[src/rtl/spi_slave_if_pkg.sv]
// Shared types and constants for the SPI slave front end.
// Latency: n/a (declarations only).
// Backpressure: n/a.
package spi_pkg;

    localparam int FRAME_W_DEF = 10;
    localparam int DATA_W_DEF  = 8;

    // Frame-level FSM states of the slave
    typedef enum logic [2:0] {
        IDLE,
        CHK_CMD,
        WRITE,
        READ_ADD,
        READ_DATA
    } spi_state_e;

    // Command field encodings (frame bits [9:8]); forwarded verbatim to the RAM
    localparam logic [1:0] CMD_WR_ADDR = 2'b00;
    localparam logic [1:0] CMD_WR_DATA = 2'b01;
    localparam logic [1:0] CMD_RD_ADDR = 2'b10;
    localparam logic [1:0] CMD_RD_DATA = 2'b11;

endpackage

[src/rtl/spi_slave_if_if.sv]
// SPI pins plus the RAM-facing word/response signals of the slave front end.
// Latency: n/a (wiring only).
// Backpressure: none; SS_n framing and tx_valid strobes only.
interface spi_slave_if_if #(
    parameter int FRAME_W = 10,
    parameter int DATA_W  = 8
);
    logic               SS_n;
    logic               MOSI;
    logic               MISO;
    logic [FRAME_W-1:0] rx_data;
    logic               rx_valid;
    logic [DATA_W-1:0]  tx_data;
    logic               tx_valid;

    // SPI master and RAM side
    modport master (
        output SS_n, MOSI, tx_data, tx_valid,
        input  MISO, rx_data, rx_valid
    );

    // The slave front end
    modport slave (
        input  SS_n, MOSI, tx_data, tx_valid,
        output MISO, rx_data, rx_valid
    );
endinterface

[src/rtl/spi_miso_serializer.sv]
// Loads one DATA_W response word and shifts it out on MISO, MSB first, once per load.
// Latency: MSB on MISO the edge after load, remaining bits on the following DATA_W-1 edges.
// Backpressure: none; load is ignored by the caller once tx_loaded is set, clr aborts at once.
module spi_miso_serializer #(
    parameter int DATA_W = 8
) (
    input  logic              clk,
    input  logic              rst_n,
    input  logic              clr,
    input  logic              load,
    input  logic [DATA_W-1:0] load_dat,
    output logic              miso,
    output logic              tx_loaded
`ifdef SPI_FRAME_ERR_EN
    ,
    output logic              done
`endif
);
    localparam int CW = $clog2(DATA_W + 1);

    logic [DATA_W-1:0] sh_q, sh_d;
    logic [CW-1:0]     cnt_q, cnt_d;
    logic              miso_q, miso_d;
    logic              loaded_q, loaded_d;

    // Next-state: clear beats load, load beats shifting; MISO idles low
    always_comb begin
        sh_d     = sh_q;
        cnt_d    = cnt_q;
        miso_d   = 1'b0;
        loaded_d = loaded_q;
        if (clr) begin
            sh_d     = '0;
            cnt_d    = '0;
            loaded_d = 1'b0;
        end else if (load) begin
            miso_d   = load_dat[DATA_W-1];
            sh_d     = load_dat << 1;
            cnt_d    = CW'(DATA_W - 1);
            loaded_d = 1'b1;
        end else if (cnt_q != '0) begin
            miso_d = sh_q[DATA_W-1];
            sh_d   = sh_q << 1;
            cnt_d  = cnt_q - 1'b1;
        end
    end

    // Shift register, remaining-bit count and registered MISO
    always_ff @(posedge clk or negedge rst_n) begin
        if (!rst_n) begin
            sh_q     <= '0;
            cnt_q    <= '0;
            miso_q   <= 1'b0;
            loaded_q <= 1'b0;
        end else begin
            sh_q     <= sh_d;
            cnt_q    <= cnt_d;
            miso_q   <= miso_d;
            loaded_q <= loaded_d;
        end
    end

    assign miso      = miso_q;
    assign tx_loaded = loaded_q;
`ifdef SPI_FRAME_ERR_EN
    // All DATA_W bits have been placed on MISO
    assign done = loaded_q && (cnt_q == '0);
`endif

endmodule

[src/rtl/spi_slave_if.sv]
// SPI slave front end: deserialises 10-bit frames to the RAM, serialises read data back on MISO.
// Latency: rx_valid the edge after the 10th bit is sampled; MISO MSB the edge after tx_valid.
// Backpressure: none; SS_n high aborts a frame. Optional SPI_FRAME_ERR_EN adds a frame_err abort pulse.
module spi_slave_if
    import spi_pkg::*;
#(
    parameter int FRAME_W = FRAME_W_DEF,
    parameter int DATA_W  = DATA_W_DEF
) (
    input  logic           clk,
    input  logic           rst_n,
    spi_slave_if_if.slave  bus
`ifdef SPI_FRAME_ERR_EN
    ,
    output logic           frame_err
`endif
);
    // Counter value once all payload bits after the first command bit are in
    localparam logic [3:0] LAST_BIT = 4'(FRAME_W - 1);

    spi_state_e         state_q, state_d;
    logic [3:0]         cnt_q, cnt_d;
    logic [FRAME_W-2:0] shift_q, shift_d;
    logic [FRAME_W-1:0] rx_data_q, rx_data_d;
    logic               rx_valid_q, rx_valid_d;
    logic               rd_addr_seen_q, rd_addr_seen_d;

    logic ser_clr, ser_load, ser_miso, tx_loaded;
    logic frame_done;

    assign frame_done = (cnt_q == LAST_BIT);

    // Frame FSM, bit assembly and read-address/read-data pairing
    always_comb begin
        state_d        = state_q;
        cnt_d          = cnt_q;
        shift_d        = shift_q;
        rx_data_d      = rx_data_q;
        rx_valid_d     = 1'b0;
        rd_addr_seen_d = rd_addr_seen_q;
        if (bus.SS_n) begin
            state_d = IDLE;
            cnt_d   = '0;
        end else begin
            case (state_q)
                IDLE: state_d = CHK_CMD;
                CHK_CMD: begin
                    shift_d = {shift_q[FRAME_W-3:0], bus.MOSI};
                    cnt_d   = '0;
                    if (!bus.MOSI)          state_d = WRITE;
                    else if (rd_addr_seen_q) state_d = READ_DATA;
                    else                     state_d = READ_ADD;
                end
                WRITE, READ_ADD, READ_DATA: begin
                    // Once saturated, MOSI is ignored until SS_n rises
                    if (!frame_done) begin
                        shift_d = {shift_q[FRAME_W-3:0], bus.MOSI};
                        cnt_d   = cnt_q + 4'd1;
                        if (cnt_q == LAST_BIT - 4'd1) begin
                            rx_data_d  = {shift_q, bus.MOSI};
                            rx_valid_d = 1'b1;
                            if (state_q == READ_ADD)       rd_addr_seen_d = 1'b1;
                            else if (state_q == READ_DATA) rd_addr_seen_d = 1'b0;
                        end
                    end
                end
                default: state_d = IDLE;
            endcase
        end
    end

    // Frame state registers
    always_ff @(posedge clk or negedge rst_n) begin
        if (!rst_n) begin
            state_q        <= IDLE;
            cnt_q          <= '0;
            shift_q        <= '0;
            rx_data_q      <= '0;
            rx_valid_q     <= 1'b0;
            rd_addr_seen_q <= 1'b0;
        end else begin
            state_q        <= state_d;
            cnt_q          <= cnt_d;
            shift_q        <= shift_d;
            rx_data_q      <= rx_data_d;
            rx_valid_q     <= rx_valid_d;
            rd_addr_seen_q <= rd_addr_seen_d;
        end
    end

    // Only the first RAM response after a completed read-data frame is taken
    assign ser_clr  = bus.SS_n || (state_q == IDLE);
    assign ser_load = (state_q == READ_DATA) && frame_done && bus.tx_valid && !tx_loaded;

`ifdef SPI_FRAME_ERR_EN
    logic ser_done;
    logic frame_err_q, frame_err_d;

    // Abort before the frame or its read response has fully transferred
    always_comb begin
        frame_err_d = 1'b0;
        if (bus.SS_n) begin
            if ((state_q != IDLE) && !frame_done)
                frame_err_d = 1'b1;
            else if ((state_q == READ_DATA) && !ser_done)
                frame_err_d = 1'b1;
        end
    end

    // Registered one-cycle abort pulse
    always_ff @(posedge clk or negedge rst_n) begin
        if (!rst_n) frame_err_q <= 1'b0;
        else        frame_err_q <= frame_err_d;
    end

    assign frame_err = frame_err_q;
`endif

    spi_miso_serializer #(.DATA_W(DATA_W)) u_ser (
        .clk       (clk),
        .rst_n     (rst_n),
        .clr       (ser_clr),
        .load      (ser_load),
        .load_dat  (bus.tx_data),
        .miso      (ser_miso),
        .tx_loaded (tx_loaded)
`ifdef SPI_FRAME_ERR_EN
        ,
        .done      (ser_done)
`endif
    );

    assign bus.MISO     = ser_miso;
    assign bus.rx_data  = rx_data_q;
    assign bus.rx_valid = rx_valid_q;

endmodule

[src/flat_wrapper.sv]
// flat-port wrapper written by rule: the top's interface ports become plain ports
module spi_slave_if_flat import spi_pkg::*;
#(
    parameter int FRAME_W = FRAME_W_DEF,
    parameter int DATA_W  = DATA_W_DEF
)
  (clk, rst_n, bus_SS_n, bus_MOSI, bus_tx_data, bus_tx_valid, bus_MISO, bus_rx_data, bus_rx_valid);
  spi_slave_if_if #(.FRAME_W(FRAME_W), .DATA_W(DATA_W)) bus_i ();
  input  logic clk;
  input  logic rst_n;
  input wire logic [$bits(bus_i.SS_n)-1:0] bus_SS_n;
  input wire logic [$bits(bus_i.MOSI)-1:0] bus_MOSI;
  input wire logic [$bits(bus_i.tx_data)-1:0] bus_tx_data;
  input wire logic [$bits(bus_i.tx_valid)-1:0] bus_tx_valid;
  output wire logic [$bits(bus_i.MISO)-1:0] bus_MISO;
  output wire logic [$bits(bus_i.rx_data)-1:0] bus_rx_data;
  output wire logic [$bits(bus_i.rx_valid)-1:0] bus_rx_valid;
  assign bus_i.SS_n = bus_SS_n;
  assign bus_i.MOSI = bus_MOSI;
  assign bus_i.tx_data = bus_tx_data;
  assign bus_i.tx_valid = bus_tx_valid;
  assign bus_MISO = bus_i.MISO;
  assign bus_rx_data = bus_i.rx_data;
  assign bus_rx_valid = bus_i.rx_valid;
  spi_slave_if #(.FRAME_W(FRAME_W), .DATA_W(DATA_W)) u_core (.clk(clk), .rst_n(rst_n), .bus(bus_i));
endmodule
[config.mk]
export PLATFORM = sky130hd
export DESIGN_NAME = spi_slave_if_flat
export DESIGN_NICKNAME = d
export VERILOG_FILES = /design/src/rtl/spi_slave_if_pkg.sv /design/src/rtl/spi_slave_if_if.sv /design/src/rtl/spi_miso_serializer.sv /design/src/rtl/spi_slave_if.sv /design/src/flat_wrapper.sv
export SDC_FILE = /design/constraint.sdc
export NUM_CORES = 1
export LEC_CHECK = 0
export CAP_MARGIN = 10
export CORE_ASPECT_RATIO = 1.25
export CORE_MARGIN = 2
export CORE_UTILIZATION = 45
export DETAILED_ROUTE_END_ITERATION = 8
export PLACE_DENSITY = 0.67
export SLEW_MARGIN = 20
export SYNTH_ARGS = -nofsm -noshare
export SYNTH_HDL_FRONTEND = slang
export SYNTH_SLANG_ARGS = --single-unit
export TNS_END_PERCENT = 20
[constraint.sdc]
create_clock -name clk -period 2.5 [get_ports clk]
set_input_delay 0.625 -clock clk [delete_from_list [all_inputs] [get_ports clk]]
set_output_delay 0.625 -clock clk [all_outputs]
set_load 0.005 [all_outputs]
==> run_results.csv, run 1 <==
group,metric,value,unit
outcome,status,"completed",
die,die_area,0.00485,sq mm
placed_design,dp.final_hpwl,2410,microns
synth,yosysUniqueCellTypes,38,
power,peakVddDrop,0.000467,V
die,initial_core_util,47.3,%
synth,yosys-top-cells-area,"dfrtp_1 (53%), mux2_2 (7.6%), mux2i_1 (5.2%)",
power,p_int,1.15,mW
timing,setup_viol,0,
timing,post-route-period-util,79.1,%
grt,antenna_found_initial,0,
clock_network,root_buffer,"clkbuf_8",
placed_design,port_buffers,24,
synth,synth_nets,175,
synth,syn_area_per_cell,12.3,sq um
detailed_routing,drc,0,
setup_path,crit_chain,"or3b_1, a211oi_4, buf_4, mux2_2",
layout,syn_to_final_growth,20.4,%
die,pin_count,25,
setup_path,crit_required,2670,ps
power,total_power,1.53,mW
power,pwr-share-comb,13.6,%
synth,synth_area_leader_cell,"dfrtp_1",
timing,finalCriticalPeriod,1980,ps
timing,max_freq,0.506,GHz
clock_network,ctsHoldBuffers,0,
clock_network,cts_buffer_depth,2,
setup_path,cpPeakStageDelay,510,ps
timing,skew,7.04,ps
detailed_routing,wl_per_cell,14.1,microns
power,clockPowerShare,33.3,%
detailed_routing,vias,1292,
timing,tightest_slew,487,ps
power,p_sw_share,24.7,%
setup_path,crit_path_start,"u_core.state_q[0]",
timing,setup_tns,0,ps
synth,synth_top_area_share,52.9,%
setup_path,cpMaxStageDelayCell,"dfrtp_1",
grt,grt_pass1_vias,1407,
setup_path,cp_max_fo,13,
power,power_density,656,mW/mm^2
clock_network,cts.reportedPaths.clkPinSlew,80,ps
clock_network,clock-sinks,41,
detailed_routing,drt_iter0_markers,66,
grt,grt_first_pass_wirelength,6310,microns
setup_path,cp-end-kind,"register",
timing,maxSlewHeadroom,67.5,%
grt,overflow,0,
layout,drive_gt1_share,16.8,%
synth,synth_seq_cells,41,
grt,grt_start_max_net_pins,25,
clock_network,cts_tree,"yes",
detailed_routing,first_pass_iters,4,
synth,synth_sequential_area_ratio,52.9,%
detailed_routing,routed_wl,3410,microns
layout,insertedDiodeCount,0,
grt,grt_usage,16.5,%
placed_design,place_congestion,0.793,
clock_network,cts_made_buffers,5,
setup_path,path_class,"register to register",
die,row_count,26,
die,die_width,62.7,microns
clock_network,clock_latency,290,ps
power,seqPwrFrac,53.1,%
setup_path,crit_family,"flip-flops",
power,p_switching,0.378,mW
synth,synthCells,158,
worst_hold_path,hp-class,"primary input to asynchronous set/reset pin",
die,core,0.00410,sq mm
die,fp.dieH,77.4,microns
setup_path,cp.arrival,2150,ps
timing,finalMaxSlewViolations,0,
layout,multi_input_area,850,sq um
layout,utilization,56.9,%
setup_path,critPathLaunchType,"register",
clock_network,htreeDepth,2,
layout,fillCellCount,371,
synth,syn_area,0.00194,sq mm
detailed_routing,viasPerCell,5.36,
timing,hold_viol_final,0,
setup_path,reg2reg_from,"u_core.state_q[0]",
clock_network,postCtsSetupBuffers,0,
clock_network,ctsResizeCount,0,
power,p_leak,1.07,nW
timing,rsz0062_at_grt,"false",
synth,ys.warnings.count,0,
setup_path,cp.buffers_inverters,1,
layout,seqCellArea,0.00103,sq mm
layout,nets,202,
job,cap_violations,0,
detailed_routing,drtAntennaViolNets,0,
synthesized netlist by cell type, drive strengths merged:
cell type	n
dfrtp	41
mux2	20
nor2	13
mux2i	10
a211oi	8
a21oi	8
buf	7
inv	5
nor3	5
nor3b	5
ha	4
nand2	3
nand2b	3
nor2b	3
a31oi	2
nand3	2
nand3b	2
o211ai	2
o21ai	2
or3	2
a2111oi	1
a22o	1
and2	1
and3b	1
clkbuf	1
nand4b	1
nand4bb	1
or2	1
or3b	1
xnor2	1
xor2	1
power by group through the flow:
| stage | logic, mW | registers, mW | clock network (mW) |
|---|---|---|---|
| 2_1_floorplan | 0.169 | 0.794 | 0 |
| 3_3_place_gp | 0.199 | 0.826 | 0 |
| 3_5_place_dp | 0.211 | 0.831 | 0 |
| 4_1_cts | 0.213 | 0.816 | 0.528 |
| 5_1_grt | 0.234 | 0.834 | 0.555 |
| 6_report | 0.209 | 0.814 | 0.510 |
per-layer routing:
layer / wire length (microns) / track usage, %
met2: 1780 / 29.8
met1: 1450 / 18.8
met5: 0 / 0
met4: 57 / 6.00
met3: 117 / 4.35
flip-flops by register name, summed over array words and instances (netlist names):
register / flops
u_core.bus.rx_data: 10
u_core.bus.rx_valid: 1
u_core.cnt_q: 4
u_core.rd_addr_seen_q: 1
u_core.shift_q: 9
u_core.state_q: 3
u_core.u_ser.cnt_q: 4
u_core.u_ser.miso: 1
u_core.u_ser.sh_q: 7
u_core.u_ser.tx_loaded: 1
final timing paths:
path | cells past startpoint | end | slack, ps
max in group asynchronous | 2 | u_core.bus.rx_data[8] | 1590
min | 1 | u_core.u_ser.sh_q[1] | 260
min in group clk | 1 | u_core.bus.rx_data[1] | 490
min reg2reg | 1 | u_core.bus.rx_data[1] | 490
max reg2reg | 4 | u_core.bus.rx_data[6] | 520
max | 4 | u_core.bus.rx_data[6] | 520
cell usage in the layout (no fill, tap or decap), drive strengths merged, types with 3 or more instances in the layout:
master         count
nor3               5
buf                5
nor2              13
clkbuf             5
mux2i             10
nand2              3
nand2b             3
ha                 4
nor2b              3
dfrtp             41
inv                5
a21oi              8
mux2              20
clkdlybuf4s50     23
a211oi             8
nor3b              5
area by class of cell:
type	instances	share of cell area (%)
clock buffers	5	2.95
clock inverters	2	1.50
repair buffers	28	11.4
inverters	5	0.804
well taps	56	3.00
flip-flops and latches	41	44.0
multi-input cells	104	36.4
metrics by stage:
step           cell area [sq um]  setup WS [ps]  instances  hold WS (ps)
5_1_grt                     2330            416        241           275
6_report                    2330            522        241           255
2_1_floorplan               1940            748        158           329
3_5_place_dp                2230            404        234           478
3_3_place_gp                2230            443        234           469
4_1_cts                     2330            521        241           261
cell families (layout without fill, tap and decap cells):
| family | Yosys count | in the layout | share of synthesized area (%) |
|---|---|---|---|
| DFF | 41 | 41 | 52.9 |
| and+or+nand+nor | 44 | 44 | 14.1 |
| muxes | 30 | 30 | 16.8 |
| AOI/OAI and AO/OA | 24 | 24 | 9.43 |
| buffers and inverters | 13 | 40 | 3.23 |
| adders and majority gates | 4 | 4 | 2.58 |
| xor gates and xnor gates | 2 | 2 | 0.904 |
No activity file was read; power rests on OpenSTA's default activity.
==> inputs of run 2 (changes only) <==
Clock period 2.5 ns to 1.95 ns, I/O delays scaled along.
==> run 2 against run 1 <==
  * Clock skew decreased by 2.5 ps
  * Clock-buffer cell count increased by 2
  * Largest power group unchanged
  * Fmax increased by 7.1%
  * Hold slack got worse by 130 ps
==> run_results.csv, run 2 (synthesis gave the netlist of run 1 again) <==
group,metric,value,unit
timing,rsz0062_at_grt,"false",
setup_path,path_class,"register to register",
layout,fin_cells,249,
timing,post-route-period-util,94.7,%
layout,insertedDiodeCount,0,
clock_network,clock-sinks,41,
detailed_routing,wl_per_cell,14.9,microns
layout,drive_gt1_share,20.2,%
clock_network,cts_buffer_depth,2,
die,fp.dieH,77.4,microns
setup_path,cp-end-kind,"register",
setup_path,crit_required,2130,ps
power,clockPowerShare,31.4,%
grt,grt_start_max_net_pins,25,
power,p_int,1.45,mW
setup_path,cp.arrival,2030,ps
clock_network,postCtsSetupBuffers,0,
die,row_count,26,
detailed_routing,drc,0,
job,cap_violations,0,
timing,finalMaxSlewViolations,0,
layout,syn_to_final_growth,24.3,%
timing,hold_viol_final,0,
timing,setup_viol,0,
die,die_area,0.00485,sq mm
grt,overflow,0,
layout,nets,209,
timing,hold_ws,129,ps
timing,finalCriticalPeriod,1850,ps
clock_network,htreeDepth,2,
placed_design,port_buffers,24,
power,power_density,813,mW/mm^2
detailed_routing,viasPerCell,5.30,
detailed_routing,first_pass_iters,4,
layout,mostFrequentLayoutCells,"dfrtp_1 (41), clkdlybuf4s50_1 (23), nor2_1 (13), mux2_2 (13), mux2i_1 (10)",
clock_network,cts_made_buffers,5,
detailed_routing,vias,1319,
placed_design,dp.final_hpwl,2640,microns
die,core,0.00410,sq mm
placed_design,place_inst,240,
setup_path,critPathLaunchType,"register",
detailed_routing,drt_iter0_markers,31,
clock_network,root_buffer,"clkbuf_8",
die,die_width,62.7,microns
grt,grt_usage,17.0,%
layout,largest_reg_flops,10,
placed_design,place_congestion,0.818,
timing,skew,4.50,ps
clock_network,ctsHoldBuffers,0,
clock_network,cts_tree,"yes",
power,p_sw_share,26.0,%
detailed_routing,routed_wl,3720,microns
timing,setup_tns,0,ps
detailed_routing,drtAntennaViolNets,0,
power,p_switching,0.509,mW
power,peakVddDrop,0.000577,V
grt,grt_pass1_vias,1434,
clock_network,clock_latency,300,ps
die,initial_core_util,47.3,%
setup_path,cp_max_fo,13,
outcome,status,"completed",
power,p_leak,1.12,nW
clock_network,ctsResizeCount,0,
timing,finalWorstSetupSlack,103,ps
layout,final_common_cell,"dfrtp_1",
grt,antenna_found_initial,0,
timing,maxSlewHeadroom,67.3,%
timing,max_freq,0.541,GHz
placed_design,pre_cts_ws,-7.66,ps
power,seqPwrFrac,52.6,%
clock_network,cts.reportedPaths.clkPinSlew,80,ps
power,pwr-share-comb,16.0,%
die,pin_count,25,
worst_hold_path,hp-class,"primary input to asynchronous set/reset pin",
timing,tightest_slew,478,ps
grt,grt_first_pass_wirelength,6420,microns
==> run 2: through the flow <==
stage / utilization [%] / instance area [sq um] / power (mW)
after floorplan: - / 1940 / 1.23
after global placement: 56.1 / 2300 / 1.34
after detailed placement: 56.1 / 2300 / 1.36
after CTS: 58.6 / 2400 / 1.98
after global routing: 58.8 / 2410 / 2.05
final: 58.8 / 2410 / 1.96
==> run 2: path summary, 6_finish.rpt <==
path,from,slack (ps),to,cells after the start
setup / recovery,u_core.cnt_q[0],100,u_core.bus.rx_data[6],5
setup reg to reg,u_core.cnt_q[0],100,u_core.bus.rx_data[6],5
hold / removal,rst_n,130,u_core.u_ser.sh_q[4],1
hold reg to reg,u_core.bus.rx_data[0],500,u_core.bus.rx_data[0],1
max in group asynchronous,rst_n,1330,u_core.bus.rx_data[7],2
min in group clk,u_core.bus.rx_data[0],500,u_core.bus.rx_data[0],1
==> run 2: worst max-delay path: stages, from the launching register on <==
cell and delay, ps:
dfrtp_1 420, ha_1 240, nand4bb_1 260, a211oi_4 280, buf_12 180, mux2_2 340
==> run 2: metal layers <==
metal	wire, microns	GRT usage (%)
met1	1570	18.6
met4	62	6.67
met3	120	4.64
met5	0	0
met2	1970	31.0
==> run 2: layout make-up <==
| class | count | area [sq um] |
|---|---|---|
| clock inverters | 1 | 5.00 |
| multi-input cells | 104 | 850 |
| fillers | 361 | 1690 |
| inverters | 5 | 18.8 |
| clock buffers | 7 | 96.3 |
| flip-flops and latches | 41 | 1030 |
| well taps | 56 | 70.1 |
| repair buffers | 35 | 343 |
==> run 2: power groups by stage <==
stage,logic [mW],registers [mW],clock network [mW]
after global routing,0.345,1.04,0.664
after floorplan,0.216,1.02,0
after global placement,0.297,1.04,0
final,0.313,1.03,0.615
after detailed placement,0.316,1.05,0
after CTS,0.315,1.03,0.634
==> inputs of run 3 (changes only) <==
Settings changed: CTS_BUF_LIST from default to sky130_fd_sc_hd__clkbuf_4 sky130_fd_sc_hd__clkbuf_8.
Clock period 1.95 ns to 1.79 ns, I/O delays scaled along.
==> run 3 against run 2 <==
  * Sequential share of layout area down 1.7 points
  * Clock power rose by 16%
  * Worst setup slack worse by 60 ps
  * Total power up 13%
  * Critical endpoint unchanged
  * Sequential power grew 9.7%
  * First-iteration DRC count is 120% higher
  * Combinational power grew 20%
==> run_results.csv, run 3 (synthesis gave the netlist of run 1 again) <==
group,metric,value,unit
outcome,status,"completed",
timing,maxSlewHeadroom,65.4,%
layout,insertedDiodeCount,0,
setup_path,cp_max_fo,7,
clock_network,cts_buffer_depth,2,
timing,finalWorstSetupSlack,43.2,ps
layout,mostFrequentLayoutCells,"dfrtp_1 (41), clkdlybuf4s50_1 (23), nor2_1 (13), mux2_2 (13), buf_4 (12)",
timing,rsz0062_at_grt,"false",
die,fp.dieH,77.4,microns
power,power_density,885,mW/mm^2
power,p_switching,0.558,mW
timing,setup_tns,0,ps
detailed_routing,first_pass_iters,5,
detailed_routing,wl_per_cell,14.8,microns
power,total_power,2.22,mW
grt,grt_usage,17.7,%
clock_network,htreeDepth,2,
worst_hold_path,hp-class,"primary input to asynchronous set/reset pin",
clock_network,clock-sinks,41,
die,die_area,0.00485,sq mm
setup_path,crit_chain,"ha_4, nand4bb_4, a211oi_4, buf_6, buf_12, mux2_2",
timing,finalCriticalPeriod,1750,ps
placed_design,dp.final_hpwl,2510,microns
job,cap_violations,0,
detailed_routing,drt_iter0_markers,68,
layout,nets,214,
clock_network,cts.reportedPaths.clkPinSlew,80,ps
clock_network,cts_tree,"yes",
clock_network,root_buffer,"clkbuf_8",
die,row_count,26,
layout,fin_cells,253,
setup_path,critPathLaunchType,"register",
clock_network,cts_made_buffers,5,
setup_path,crit_required,1970,ps
grt,grt_start_max_net_pins,42,
power,clockPowerShare,32.2,%
placed_design,pre_cts_ws,-114,ps
detailed_routing,routed_wl,3750,microns
layout,syn_to_final_growth,29.3,%
grt,antenna_found_initial,0,
clock_network,ctsHoldBuffers,0,
power,p_int,1.66,mW
layout,largest_reg_flops,10,
detailed_routing,drtAntennaViolNets,0,
detailed_routing,viasPerCell,5.34,
power,pwr-share-comb,17.0,%
power,seqPwrFrac,50.8,%
setup_path,cpPeakStageDelay,430,ps
placed_design,place_congestion,0.823,
timing,finalMaxSlewViolations,0,
detailed_routing,vias,1351,
grt,grt_pass1_vias,1421,
power,p_leak,1.15,nW
timing,tightest_slew,519,ps
setup_path,cp-end-kind,"register",
setup_path,cpMaxStageDelayCell,"dfrtp_1",
power,peakVddDrop,0.000652,V
grt,grt_first_pass_wirelength,6560,microns
setup_path,path_class,"register to register",
die,die_width,62.7,microns
timing,post-route-period-util,97.6,%
power,p_sw_share,25.2,%
setup_path,cp.arrival,1920,ps
timing,skew,9.17,ps
timing,setup_viol,0,
timing,hold_viol_final,0,
detailed_routing,drc,0,
die,initial_core_util,47.3,%
grt,overflow,0,
placed_design,port_buffers,24,
clock_network,clock_latency,300,ps
die,pin_count,25,
die,core,0.00410,sq mm
layout,drive_gt1_share,24.4,%
placed_design,place_inst,243,
layout,utilization,61.1,%
timing,max_freq,0.572,GHz
layout,final_common_cell,"dfrtp_1",
## run 3: final timing paths
kind / from / end / slack, ps / cells past startpoint
worst max-delay path: u_core.cnt_q[0] / u_core.bus.rx_data[6] / 40 / 6
worst min-delay path: rst_n / u_core.u_ser.sh_q[3] / 200 / 2
max in group asynchronous: rst_n / u_core.bus.rx_data[8] / 1210 / 2
min in group clk: u_core.bus.rx_data[9] / u_core.bus.rx_data[9] / 490 / 1
worst max register to register: u_core.cnt_q[0] / u_core.bus.rx_data[6] / 40 / 6
worst min register to register: u_core.bus.rx_data[9] / u_core.bus.rx_data[9] / 490 / 1
## run 3: repair_timing
item / in CTS / in global routing
resized for setup: 5 / 3
endpoints found under the hold margin: 0 / 0
buffers inserted: 1 / 1
pin swaps: 1 / 3
setup endpoints to repair: 10 / 17
gates cloned: 1 / 0
## run 3: critical path, delay by kind of cell, from the launching register on
family                     cells  cell delay, ps
muxes                          1             330
and+or+nand+nor                1             230
AOI/OAI and AO/OA              1             170
DFF                            1             430
buffers and inverters          2             270
adders and majority gates      1             190
## run 3: final cells by class
| type | count | area, sq um |
|---|---|---|
| inverter | 5 | 18.8 |
| clock buffer | 5 | 68.8 |
| tap | 56 | 70.1 |
| clock inverter | 2 | 35.0 |
| timing repair buffer | 40 | 404 |
| sequential | 41 | 1030 |
| fill | 363 | 1590 |
| multi-input combinational | 104 | 883 |
## run 3: stage by stage
stage                     hold WS, ps  cell area (sq um)
after detailed placement          478               2310
after global placement            468               2310
after CTS                         210               2470
final                             196               2510
after global routing              235               2510
after floorplan                   152               1940
## run 3: routing by layer
layer	track usage [%]	vias to the layer above	share of wire, %	wire length (microns)
li1	-	636	-	-
met1	21.5	685	42	1590
met2	28.6	24	51	1920
met3	4.78	6	3.9	146
met4	9.33	0	2.3	85
met5	0	-	0	0
## run 3: power groups by stage
| stage | Combinational [mW] | Sequential, mW | Clock, mW |
|---|---|---|---|
| 6_report | 0.377 | 1.13 | 0.714 |
| 5_1_grt | 0.417 | 1.14 | 0.777 |
| 4_1_cts | 0.362 | 1.12 | 0.743 |
| 3_5_place_dp | 0.352 | 1.14 | 0 |
| 3_3_place_gp | 0.334 | 1.13 | 0 |
| 2_1_floorplan | 0.236 | 1.11 | 0 |
